==> src/rtl/gen_pkg.sv <==
// -----------------------------------------------------------------------------
// gen_pkg
// Shared definitions for the rate-controlled generator blocks.
//   state_t      : generator control state (IDLE, RUN, STOPPING)
//   DEF_ACC_W    : default phase accumulator width
//   DEF_LOGSIZE  : default ROM address width
//   DEF_DIV_W    : default sample-rate prescaler width
// -----------------------------------------------------------------------------
package gen_pkg;

  typedef enum logic [1:0] {
    IDLE     = 2'd0,
    RUN      = 2'd1,
    STOPPING = 2'd2
  } state_t;

  localparam int DEF_ACC_W   = 16;
  localparam int DEF_LOGSIZE = 4;
  localparam int DEF_DIV_W   = 8;

endpackage : gen_pkg

==> src/rtl/phase_addr_gen_if.sv <==
// -----------------------------------------------------------------------------
// phase_addr_gen_if
// Control and ROM-side bundle of the phase address generator.
//   master : controller side  - drives start/stop/tune/div, observes the rest
//   slave  : generator side   - consumes start/stop/tune/div, drives the rest
// Signals:
//   start, stop   one-cycle control pulses
//   tune [ACC_W]  phase increment per sample tick
//   div  [DIV_W]  prescaler, one tick every div+1 clocks
//   busy          generator active (RUN or STOPPING)
//   read          ROM read strobe
//   address       ROM address, valid while read=1
//   wrap          period-end marker on the read whose accumulate overflows
//   sample_valid  ROM output valid (read delayed one cycle)
//   negate        sign flag aligned with sample_valid
// -----------------------------------------------------------------------------
interface phase_addr_gen_if
  import gen_pkg::*;
#(
  parameter int ACC_W   = DEF_ACC_W,
  parameter int logsize = DEF_LOGSIZE,
  parameter int DIV_W   = DEF_DIV_W
);

  logic               start;
  logic               stop;
  logic [ACC_W-1:0]   tune;
  logic [DIV_W-1:0]   div;
  logic               busy;
  logic               read;
  logic [logsize-1:0] address;
  logic               wrap;
  logic               sample_valid;
  logic               negate;

  modport master (
    output start, stop, tune, div,
    input  busy, read, address, wrap, sample_valid, negate
  );

  modport slave (
    input  start, stop, tune, div,
    output busy, read, address, wrap, sample_valid, negate
  );

endinterface : phase_addr_gen_if

==> src/rtl/tick_prescaler.sv <==
// -----------------------------------------------------------------------------
// tick_prescaler
// Sample-rate prescaler: counts 0..div while enabled and flags the cycle in
// which the count reaches div. Consumers register the flag, so the visible
// strobe lands one cycle after the count equals div. div=0 ticks every clock.
// div is used live; lowering it below the current count rolls over at once.
// Ports:
//   clk   in   system clock
//   rst   in   synchronous active-high reset
//   en    in   count enable; count is held at 0 while low
//   div   in   prescale value
//   tick  out  combinational tick flag for this cycle
// -----------------------------------------------------------------------------
module tick_prescaler #(
  parameter int DIV_W = 8
) (
  input  logic             clk,
  input  logic             rst,
  input  logic             en,
  input  logic [DIV_W-1:0] div,
  output logic             tick
);

  logic [DIV_W-1:0] count;

  // ">=" rather than "==" so a reduced div cannot strand the count above it.
  assign tick = en && (count >= div);

  // NOTE: sequential state uses non-blocking assignments so every register
  // samples the pre-edge values, independent of statement order.
  always_ff @(posedge clk) begin
    if (rst) begin
      count <= '0;
    end else if (!en || tick) begin
      count <= '0;
    end else begin
      count <= count + DIV_W'(1);
    end
  end

endmodule : tick_prescaler

==> src/rtl/phase_addr_gen.sv <==
// -----------------------------------------------------------------------------
// phase_addr_gen
// DDS-style phase-accumulator address generator feeding a waveform sample ROM.
// On each prescaler tick it issues a registered ROM read whose address is the
// accumulator MSBs (pre-add value), then advances the accumulator by tune_r.
// The carry-out of that add marks the period end (wrap); tune_r reloads and a
// pending stop completes only there, so retune and stop are glitch-free.
//
// Ports:
//   clk  in   system clock
//   rst  in   synchronous active-high reset
//   bus  slave modport of phase_addr_gen_if (start/stop/tune/div in,
//             busy/read/address/wrap/sample_valid/negate out)
//
// Configuration macro QUARTER_WAVE_EN:
//   defined   - ROM holds a quarter period; address is mirrored in odd
//               quadrants and negate carries the upper-half sign.
//   undefined - full-period ROM; negate is tied 0.
// ACC_W must be at least logsize+2.
// -----------------------------------------------------------------------------
module phase_addr_gen
  import gen_pkg::*;
#(
  parameter int ACC_W   = DEF_ACC_W,
  parameter int logsize = DEF_LOGSIZE,
  parameter int DIV_W   = DEF_DIV_W
) (
  input  logic             clk,
  input  logic             rst,
  phase_addr_gen_if.slave  bus
);

  state_t             state;
  state_t             state_next;
  logic               run_en;
  logic               tick;
  logic               launch;
  logic               carry;
  logic               tick_wrap;
  logic [ACC_W-1:0]   acc;
  logic [ACC_W-1:0]   tune_r;
  logic [ACC_W:0]     sum;
  logic [logsize-1:0] addr_now;

  logic               read_r;
  logic               wrap_r;
  logic               busy_r;
  logic               sample_valid_r;
  logic [logsize-1:0] address_r;

  // ---------------------------------------------------------------------------
  // Prescaler: only counts while the generator is active.
  // ---------------------------------------------------------------------------
  assign run_en = (state != IDLE);

  tick_prescaler #(.DIV_W(DIV_W)) u_prescaler (
    .clk  (clk),
    .rst  (rst),
    .en   (run_en),
    .div  (bus.div),
    .tick (tick)
  );

  // ---------------------------------------------------------------------------
  // Accumulator add with explicit carry; the carry is the period boundary.
  // ---------------------------------------------------------------------------
  assign sum       = {1'b0, acc} + {1'b0, tune_r};
  assign carry     = sum[ACC_W];
  assign tick_wrap = tick && carry;
  assign launch    = (state == IDLE) && bus.start && !bus.stop;

`ifdef QUARTER_WAVE_EN
  logic [1:0]         quadrant;
  logic [logsize-1:0] index;
  logic               negate_r;
  logic               negate_sv_r;

  assign quadrant = acc[ACC_W-1 -: 2];
  assign index    = acc[ACC_W-3 -: logsize];
  // Quadrants 1 and 3 walk the quarter-wave table backwards.
  assign addr_now = quadrant[0] ? ~index : index;

  always_ff @(posedge clk) begin
    if (rst) begin
      negate_r    <= 1'b0;
      negate_sv_r <= 1'b0;
    end else begin
      if (tick) begin
        negate_r <= quadrant[1];
      end
      negate_sv_r <= negate_r;
    end
  end

  assign bus.negate = negate_sv_r;
`else
  assign addr_now   = acc[ACC_W-1 -: logsize];
  assign bus.negate = 1'b0;
`endif

  // ---------------------------------------------------------------------------
  // Control FSM
  // ---------------------------------------------------------------------------
  always_ff @(posedge clk) begin
    if (rst) begin
      state <= IDLE;
    end else begin
      state <= state_next;
    end
  end

  // NOTE: state_next gets a default before the case so no path leaves it
  // unassigned, which would otherwise infer a latch.
  always_comb begin
    state_next = state;
    unique case (state)
      IDLE:     if (bus.start && !bus.stop) state_next = RUN;
      RUN:      if (bus.stop)               state_next = STOPPING;
      STOPPING: if (tick_wrap)              state_next = IDLE;
      default:                              state_next = IDLE;
    endcase
  end

  // ---------------------------------------------------------------------------
  // Datapath and registered ROM-side outputs
  // ---------------------------------------------------------------------------
  // NOTE: reset is synchronous - rst is only seen at a rising clk edge, so it
  // sits inside the clocked branch rather than in the sensitivity list.
  always_ff @(posedge clk) begin
    if (rst) begin
      acc            <= '0;
      tune_r         <= '0;
      read_r         <= 1'b0;
      wrap_r         <= 1'b0;
      busy_r         <= 1'b0;
      sample_valid_r <= 1'b0;
      address_r      <= '0;
    end else begin
      read_r         <= tick;
      wrap_r         <= tick_wrap;
      sample_valid_r <= read_r;
      // Stay busy through the final wrap read; drop the cycle after it.
      busy_r         <= (state_next != IDLE) || tick_wrap;

      if (launch) begin
        acc    <= '0;
        tune_r <= bus.tune;
      end else if (tick) begin
        address_r <= addr_now;
        acc       <= sum[ACC_W-1:0];
        // Retune only at the period boundary.
        if (carry) begin
          tune_r <= bus.tune;
        end
      end
    end
  end

  assign bus.read         = read_r;
  assign bus.wrap         = wrap_r;
  assign bus.busy         = busy_r;
  assign bus.sample_valid = sample_valid_r;
  assign bus.address      = address_r;

endmodule : phase_addr_gen

==> src/flat_wrapper.sv <==
// flat-port wrapper written by rule: the top's interface ports become plain ports
module phase_addr_gen_flat import gen_pkg::*;
#(
  parameter int ACC_W   = DEF_ACC_W,
  parameter int logsize = DEF_LOGSIZE,
  parameter int DIV_W   = DEF_DIV_W
)
  (clk, rst, bus_start, bus_stop, bus_tune, bus_div, bus_busy, bus_read, bus_address, bus_wrap, bus_sample_valid, bus_negate);
  phase_addr_gen_if #(.ACC_W(ACC_W), .logsize(logsize), .DIV_W(DIV_W)) bus_i ();
  input  logic clk;
  input  logic rst;
  input wire logic [$bits(bus_i.start)-1:0] bus_start;
  input wire logic [$bits(bus_i.stop)-1:0] bus_stop;
  input wire logic [$bits(bus_i.tune)-1:0] bus_tune;
  input wire logic [$bits(bus_i.div)-1:0] bus_div;
  output wire logic [$bits(bus_i.busy)-1:0] bus_busy;
  output wire logic [$bits(bus_i.read)-1:0] bus_read;
  output wire logic [$bits(bus_i.address)-1:0] bus_address;
  output wire logic [$bits(bus_i.wrap)-1:0] bus_wrap;
  output wire logic [$bits(bus_i.sample_valid)-1:0] bus_sample_valid;
  output wire logic [$bits(bus_i.negate)-1:0] bus_negate;
  assign bus_i.start = bus_start;
  assign bus_i.stop = bus_stop;
  assign bus_i.tune = bus_tune;
  assign bus_i.div = bus_div;
  assign bus_busy = bus_i.busy;
  assign bus_read = bus_i.read;
  assign bus_address = bus_i.address;
  assign bus_wrap = bus_i.wrap;
  assign bus_sample_valid = bus_i.sample_valid;
  assign bus_negate = bus_i.negate;
  phase_addr_gen #(.ACC_W(ACC_W), .logsize(logsize), .DIV_W(DIV_W)) u_core (.clk(clk), .rst(rst), .bus(bus_i));
endmodule
==> config.mk <==
export PLATFORM = sky130hd
export DESIGN_NAME = phase_addr_gen_flat
export DESIGN_NICKNAME = d
export VERILOG_FILES = /design/src/rtl/gen_pkg.sv /design/src/rtl/phase_addr_gen_if.sv /design/src/rtl/tick_prescaler.sv /design/src/rtl/phase_addr_gen.sv /design/src/flat_wrapper.sv
export SDC_FILE = /design/constraint.sdc
export NUM_CORES = 1
export LEC_CHECK = 0
export CORE_MARGIN = 1.5
export CORE_UTILIZATION = 45
export CTS_CLUSTER_SIZE = 16
export DETAILED_ROUTE_END_ITERATION = 16
export GPL_ROUTABILITY_DRIVEN = 0
export HOLD_SLACK_MARGIN = 0.1
export PLACE_DENSITY_LB_ADDON = 0.25
export SETUP_SLACK_MARGIN = 0.3
export SLEW_MARGIN = 25
export SYNTH_ARGS = -nofsm -noshare
export SYNTH_HDL_FRONTEND = slang
export SYNTH_SLANG_ARGS = --single-unit
==> constraint.sdc <==
create_clock -name clk -period 3.1 [get_ports clk]
set_input_delay 0.62 -clock clk [delete_from_list [all_inputs] [get_ports clk]]
set_output_delay 0.62 -clock clk [all_outputs]
set_load 0.02 [all_outputs]
### Word level (Yosys, flattened, before mapping)

Cells that the tools add are included.

* bits in registers: 50
* latch bits: 0
* RAM bits: 0
* memory bits (read-only): 0
* input port bits: 28
* output and inout port bits: 9
* word-level logic and storage cells: 40
* memories: 0

* $add $sub $neg: 2
* multiply operators: 0
* div/mod/pow operators: 0
* order comparisons: 1
* equality and inequality tests: 2
* shift operators: 0
* mux-type cells: 7
* bitwise gates (word level): 1
* reductions and logical operators: 18

Operators by type and width (number)
* two-way mux 16 bit: 3
* adder 16 x 16 -> 17 bit: 1
* adder 8 x 1 -> 8 bit, second input constant: 1
* greater-or-equal comparator 8 bit: 1
* nonzero test 2 bit: 4
* two-way mux 2 bit: 3
* one-hot mux 2 bit (3 select lines): 1
* logical AND 1 bit: 5
* AND reduction 2 bit: 2
* OR reduction 2 bit: 2
* equality test 2 x 1 -> 1 bit, second input constant: 1
* equality test 2 bit, second input constant: 1
* logical NOT 1 bit: 2
* logical NOT 2 bit: 1
* logical OR 1 bit: 2
* NOT 1 bit: 1

### Longest topological paths before layout

* word-level depth: 7
* mapped depth: 11
* depth with buffers taken out: 9

### Cells and area by module

Synthesis repeated with hierarchy kept, for this count alone.

* cells, all modules: 290
* area total of the unflattened synthesis: 2692.6 um2

Modules (own cells, without submodules)
* phase_addr_gen: instances 1, cells an instance 228, area an instance 2182.1 um2, sequential area each 840.8 um2
* tick_prescaler: instances 1, cells an instance 62, area an instance 510.5 um2, sequential area each 160.2 um2

### Worst setup path before layout

No wires, ideal clock.

* path type: in2reg
* from: input port bus_div[0]
* to: register u_core.tune_r[0]
* setup time: 72 ps
* arrival time: 2478 ps
* required time: 3028 ps
* path slack: 550 ps
* stages on the path: 10
* buffers on the path: 2
* cells stage by stage: ha_1 -> nand2b_1 -> a21o_1 -> a211o_1 -> a32oi_4 -> a211o_1 -> and2b_1 -> buf_6 -> buf_8 -> mux2i_1

* word-level cells in the longest chain between the ends: 4

RTL lines
* start, declared: RTL line flat_wrapper.sv:15 `input wire logic [$bits(bus_i.div)-1:0] bus_div;`
* greater-or-equal comparator 8 bit: RTL line tick_prescaler.sv:27 `assign tick = en && (count >= div);`
* logical AND 1 bit: RTL line tick_prescaler.sv:27
* nonzero test 2 bit (no source line)
* AND reduction 2 bit (no source line)
* end signal, assigned: RTL line phase_addr_gen.sv:147 `tune_r <= bus.tune;`
* end signal, assigned: RTL line phase_addr_gen.sv:153 `tune_r <= bus.tune;`
* end, declared: RTL line phase_addr_gen.sv:41 `logic [ACC_W-1:0] tune_r;`

No other way between the ends.
A chain may end at the register's enable or synchronous reset.

### Worst setup path after layout

* from: input port bus_div[5]
* to: register u_core.busy_r (netlist: u_core.bus.busy)

* word-level cells in the longest chain between the ends: 7

RTL lines
* greater-or-equal comparator 8 bit (*): RTL line tick_prescaler.sv:27
* logical AND 1 bit (*): RTL line tick_prescaler.sv:27
* logical AND 1 bit (*): RTL line phase_addr_gen.sv:69 `assign tick_wrap = tick && carry;`
* two-way mux 2 bit: RTL line phase_addr_gen.sv:119 `STOPPING: if (tick_wrap) state_next = IDLE;`
* one-hot mux 2 bit (3 select lines): RTL line phase_addr_gen.sv:116 `unique case (state)`
* nonzero test 2 bit: RTL line phase_addr_gen.sv:143 `busy_r <= (state_next != IDLE) || tick_wrap;`
* logical OR 1 bit (*): RTL line phase_addr_gen.sv:143
* end signal, assigned: RTL line phase_addr_gen.sv:143
* end, declared: RTL line phase_addr_gen.sv:47 `logic busy_r;`

Mark *: on every way between the ends. The rest lies on a longest branch, timed or not.

==> impl_metrics.csv <==
group,metric,value,unit
status,outcome,"finished, final reports clean",
cells_and_area,fin_area,3398,um2
placement,portBuffers,35,
drt,dr.first_iter.drc_count,70,
synth,synth.area.top_cells,"dfxtp_1 (35%), ha_1 (11%), mux2i_1 (9.9%)",
clocking,numCtsBuffers,5,
synth,yosysSeqAreaShare,35.29,%
worst_hold_path,hold_start,"u_core.bus.read",
sta,period_share,86.95,%
die,ios,37,
clocking,clkSlewWorstSetupHoldPaths,0.08,ns
sta,slew_viol_final,0,
synth,synth_edf_count,0,
synth,ys_ff_latch,50,
synth,synth_commonest_cells,"dfxtp_1 (50), nor2_1 (40), nand2b_1 (34), mux2i_1 (28), ha_1 (25)",
drt,routed_wl,5085,um
grt,use_met1,20.95,%
worst_setup_path,critPathLaunchType,"primary input",
drt,drcViolationCount,0,
worst_hold_path,hp-class,"reg -> reg",
die,core-area,5991,um2
cells_and_area,fill_cells,559,
sta,skew,0.009395,ns
worst_setup_path,path_class,"in -> reg",
sta,finalSetupTns,0,ns
grt,busiest_layer,"met2",
die,dieArea,6789,um2
grt,grt_overflow,0,
pwr,power_density,367.6,nW/um2
cells_and_area,insertedDiodeCount,0,
synth,syn-instance-count,320,
worst_setup_path,worstPathArrival,2.88,ns
synth,synth_ff_type,"dfxtp_1",
sta,rsz0062_at_grt,"false",
sta,setup-violations-final,0,
synth,synth_nets,374,
worst_setup_path,end_kind,"flop",
grt,grt_max_degree,36,
die,die_h,82.40,um
drt,num_vias,2177,
clocking,clk_latency,0.30,ns
grt,grt_antenna_before_repair,0,
clocking,cts_htree_levels,2,
cells_and_area,nNetsFinal,411,
worst_setup_path,required,3.29,ns
drt,post_drt_wl_per_cell,11.74,um
drt,viasPerCell,5.028,
clocking,cts.path.max_buffers,2,
synth,syn_area,2836,um2
sta,fmax,0.3710,GHz
die,start_util,47.35,%
clocking,clkSinkCount,50,
placement,dpl_cell_area,3288,um2
cells_and_area,layout-drive-gt1-share,5.307,%
sta,hold_viol_final,0,
grt,grt_pass1_wl,8866,um
die,dieWidth,82.40,um
synth,async_flop_share,0,%
flow_run,timing.max_cap.violations,0,
clocking,ctsHoldBuffers,0,
drt,postRouteAntennaNets,0,
pwr,leakage,1.565,nW
grt,grt_pass1_vias,1999,
pwr,peakVddDrop,201.1,uV
sta,fin_crit,2.695,ns
grt,grt_use_met2,29.11,%
synth,synth_top_cell_by_area,"dfxtp_1",
synth,syn_avg_cell_area,8.864,um2
synth,post-synth-top-count-cell,"dfxtp_1",
worst_setup_path,startpoint,"bus_div[5]",
clocking,cts_tree,"done",
worst_setup_path,r2r-start,"u_core.tune_r[0]",
clocking,cts-root-buf,"clkbuf_8",
grt,met3_usage,3.626,%
placement,hpwl,3825,um
synth,synth_top_cell_area_share,35.29,%
synth,synth-warning-count,0,
grt,grt_usage,16.82,%
worst_setup_path,crit_fanout,3,
drt,drt-pass1-iter-count,6,
cells_and_area,syn2layout_area_growth,19.81,%
die,num_rows,28,
synth,yosysUniqueCellTypes,42,
## metrics by stage
step | setup slack (ns) | cells | utilization, % | hold slack, ns | power, mW
floorplan | 0.5503 | 320 | - | 0.4297 | 0.7636
global placement | 0.1240 | 425 | 54.89 | 0.4500 | 0.8166
detailed placement | 0.08164 | 425 | 54.89 | 0.4575 | 0.8194
CTS | 0.3869 | 433 | 56.66 | 0.4691 | 1.268
global route | 0.3105 | 433 | 56.73 | 0.4946 | 1.313
finish | 0.4046 | 433 | 56.73 | 0.4654 | 1.249
## sequential cells by signal (all words and copies together), names as in the netlist
signal / cells
u_core.bus.address: 4
u_core.u_prescaler.count: 8
u_core.bus.read: 1
u_core.state: 2
u_core.bus.busy: 1
u_core.bus.sample_valid: 1
u_core.bus.wrap: 1
u_core.acc: 16
u_core.tune_r: 16
## routing by layer
layer,vias up,routed length [um]
met5,-,0
met4,0,65
met3,5,175
met2,33,2331
met1,973,2513
li1,1166,-
## worst paths after layout
| kind | cells after the start | slack [ns] | endpoint |
|---|---|---|---|
| setup / recovery | 9 | 0.40 | u_core.bus.busy |
| hold / removal | 1 | 0.47 | u_core.bus.sample_valid |
| setup reg to reg | 11 | 0.60 | u_core.tune_r[13] |
| hold reg to reg | 1 | 0.47 | u_core.bus.sample_valid |
## power breakdown
group	internal (mW)	switching, mW	leakage, nW
combinational	0.0760	0.0626	1.11
sequential	0.656	0.00917	0.405
clock	0.242	0.204	0.0524
## logic make-up (layout without fill, tap and decap cells)
group / Yosys count / count (layout) / share of synthesized area, %
flip-flops: 50 / 50 / 35.29
XOR/XNOR: 17 / 17 / 5.249
adder cells (fa/ha/maj): 26 / 26 / 11.73
AO/OA/AOI/OAI: 50 / 50 / 11.65
other: 1 / 1 / 0.1322
AND/OR/NAND/NOR: 121 / 121 / 21.61
multiplexers: 28 / 28 / 9.881
buffers and inverters: 27 / 65 / 4.455
## cell type report
class	count	area (um2)	area share, %
Clock buffer	7	76.32	2.246
Clock inverter	1	30.03	0.8837
Multi-Input combinational cell	243	1713	50.40
Sequential cell	50	1001	29.46
Tap cell	75	93.84	2.761
Inverter	15	56.30	1.657
Timing Repair Buffer	42	427.9	12.59
## cell usage in the layout (no fill, tap or decap), types with 2 or more instances in the layout
| master | instances |
|---|---|
| dfxtp_1 | 50 |
| nor2_1 | 40 |
| clkdlybuf4s50_1 | 35 |
| nand2b_1 | 34 |
| mux2i_1 | 28 |
| ha_1 | 25 |
| a21oi_1 | 20 |
| inv_1 | 15 |
| nand2_1 | 12 |
| xnor2_1 | 11 |
| nor3_1 | 9 |
| nand3_1 | 9 |
| a21o_1 | 7 |
| o21ai_0 | 7 |
| xor2_1 | 6 |
| clkbuf_8 | 5 |
| buf_4 | 5 |
| nor2b_1 | 4 |
| o21bai_1 | 3 |
| and4_1 | 2 |
| a211o_1 | 2 |
| or2_2 | 2 |
| o21a_1 | 2 |
| or3_1 | 2 |
| and3_1 | 2 |
| clkbuf_1 | 2 |
| buf_12 | 2 |
## critical path, cell delays in order
cell and delay [ns]:
clkdlybuf4s50_1 0.45, inv_1 0.04, ha_1 0.28, and4_1 0.22
nor2b_1 0.23, a32oi_4 0.13, a211o_1 0.31, a31o_2 0.25
or3_1 0.35
## repair_timing
item / in CTS / in global routing
buffers inserted: 0 / 0
endpoints found under the setup margin: 0 / 16
gates resized for setup: 0 / 1
(Power assumes the default switching activity.)
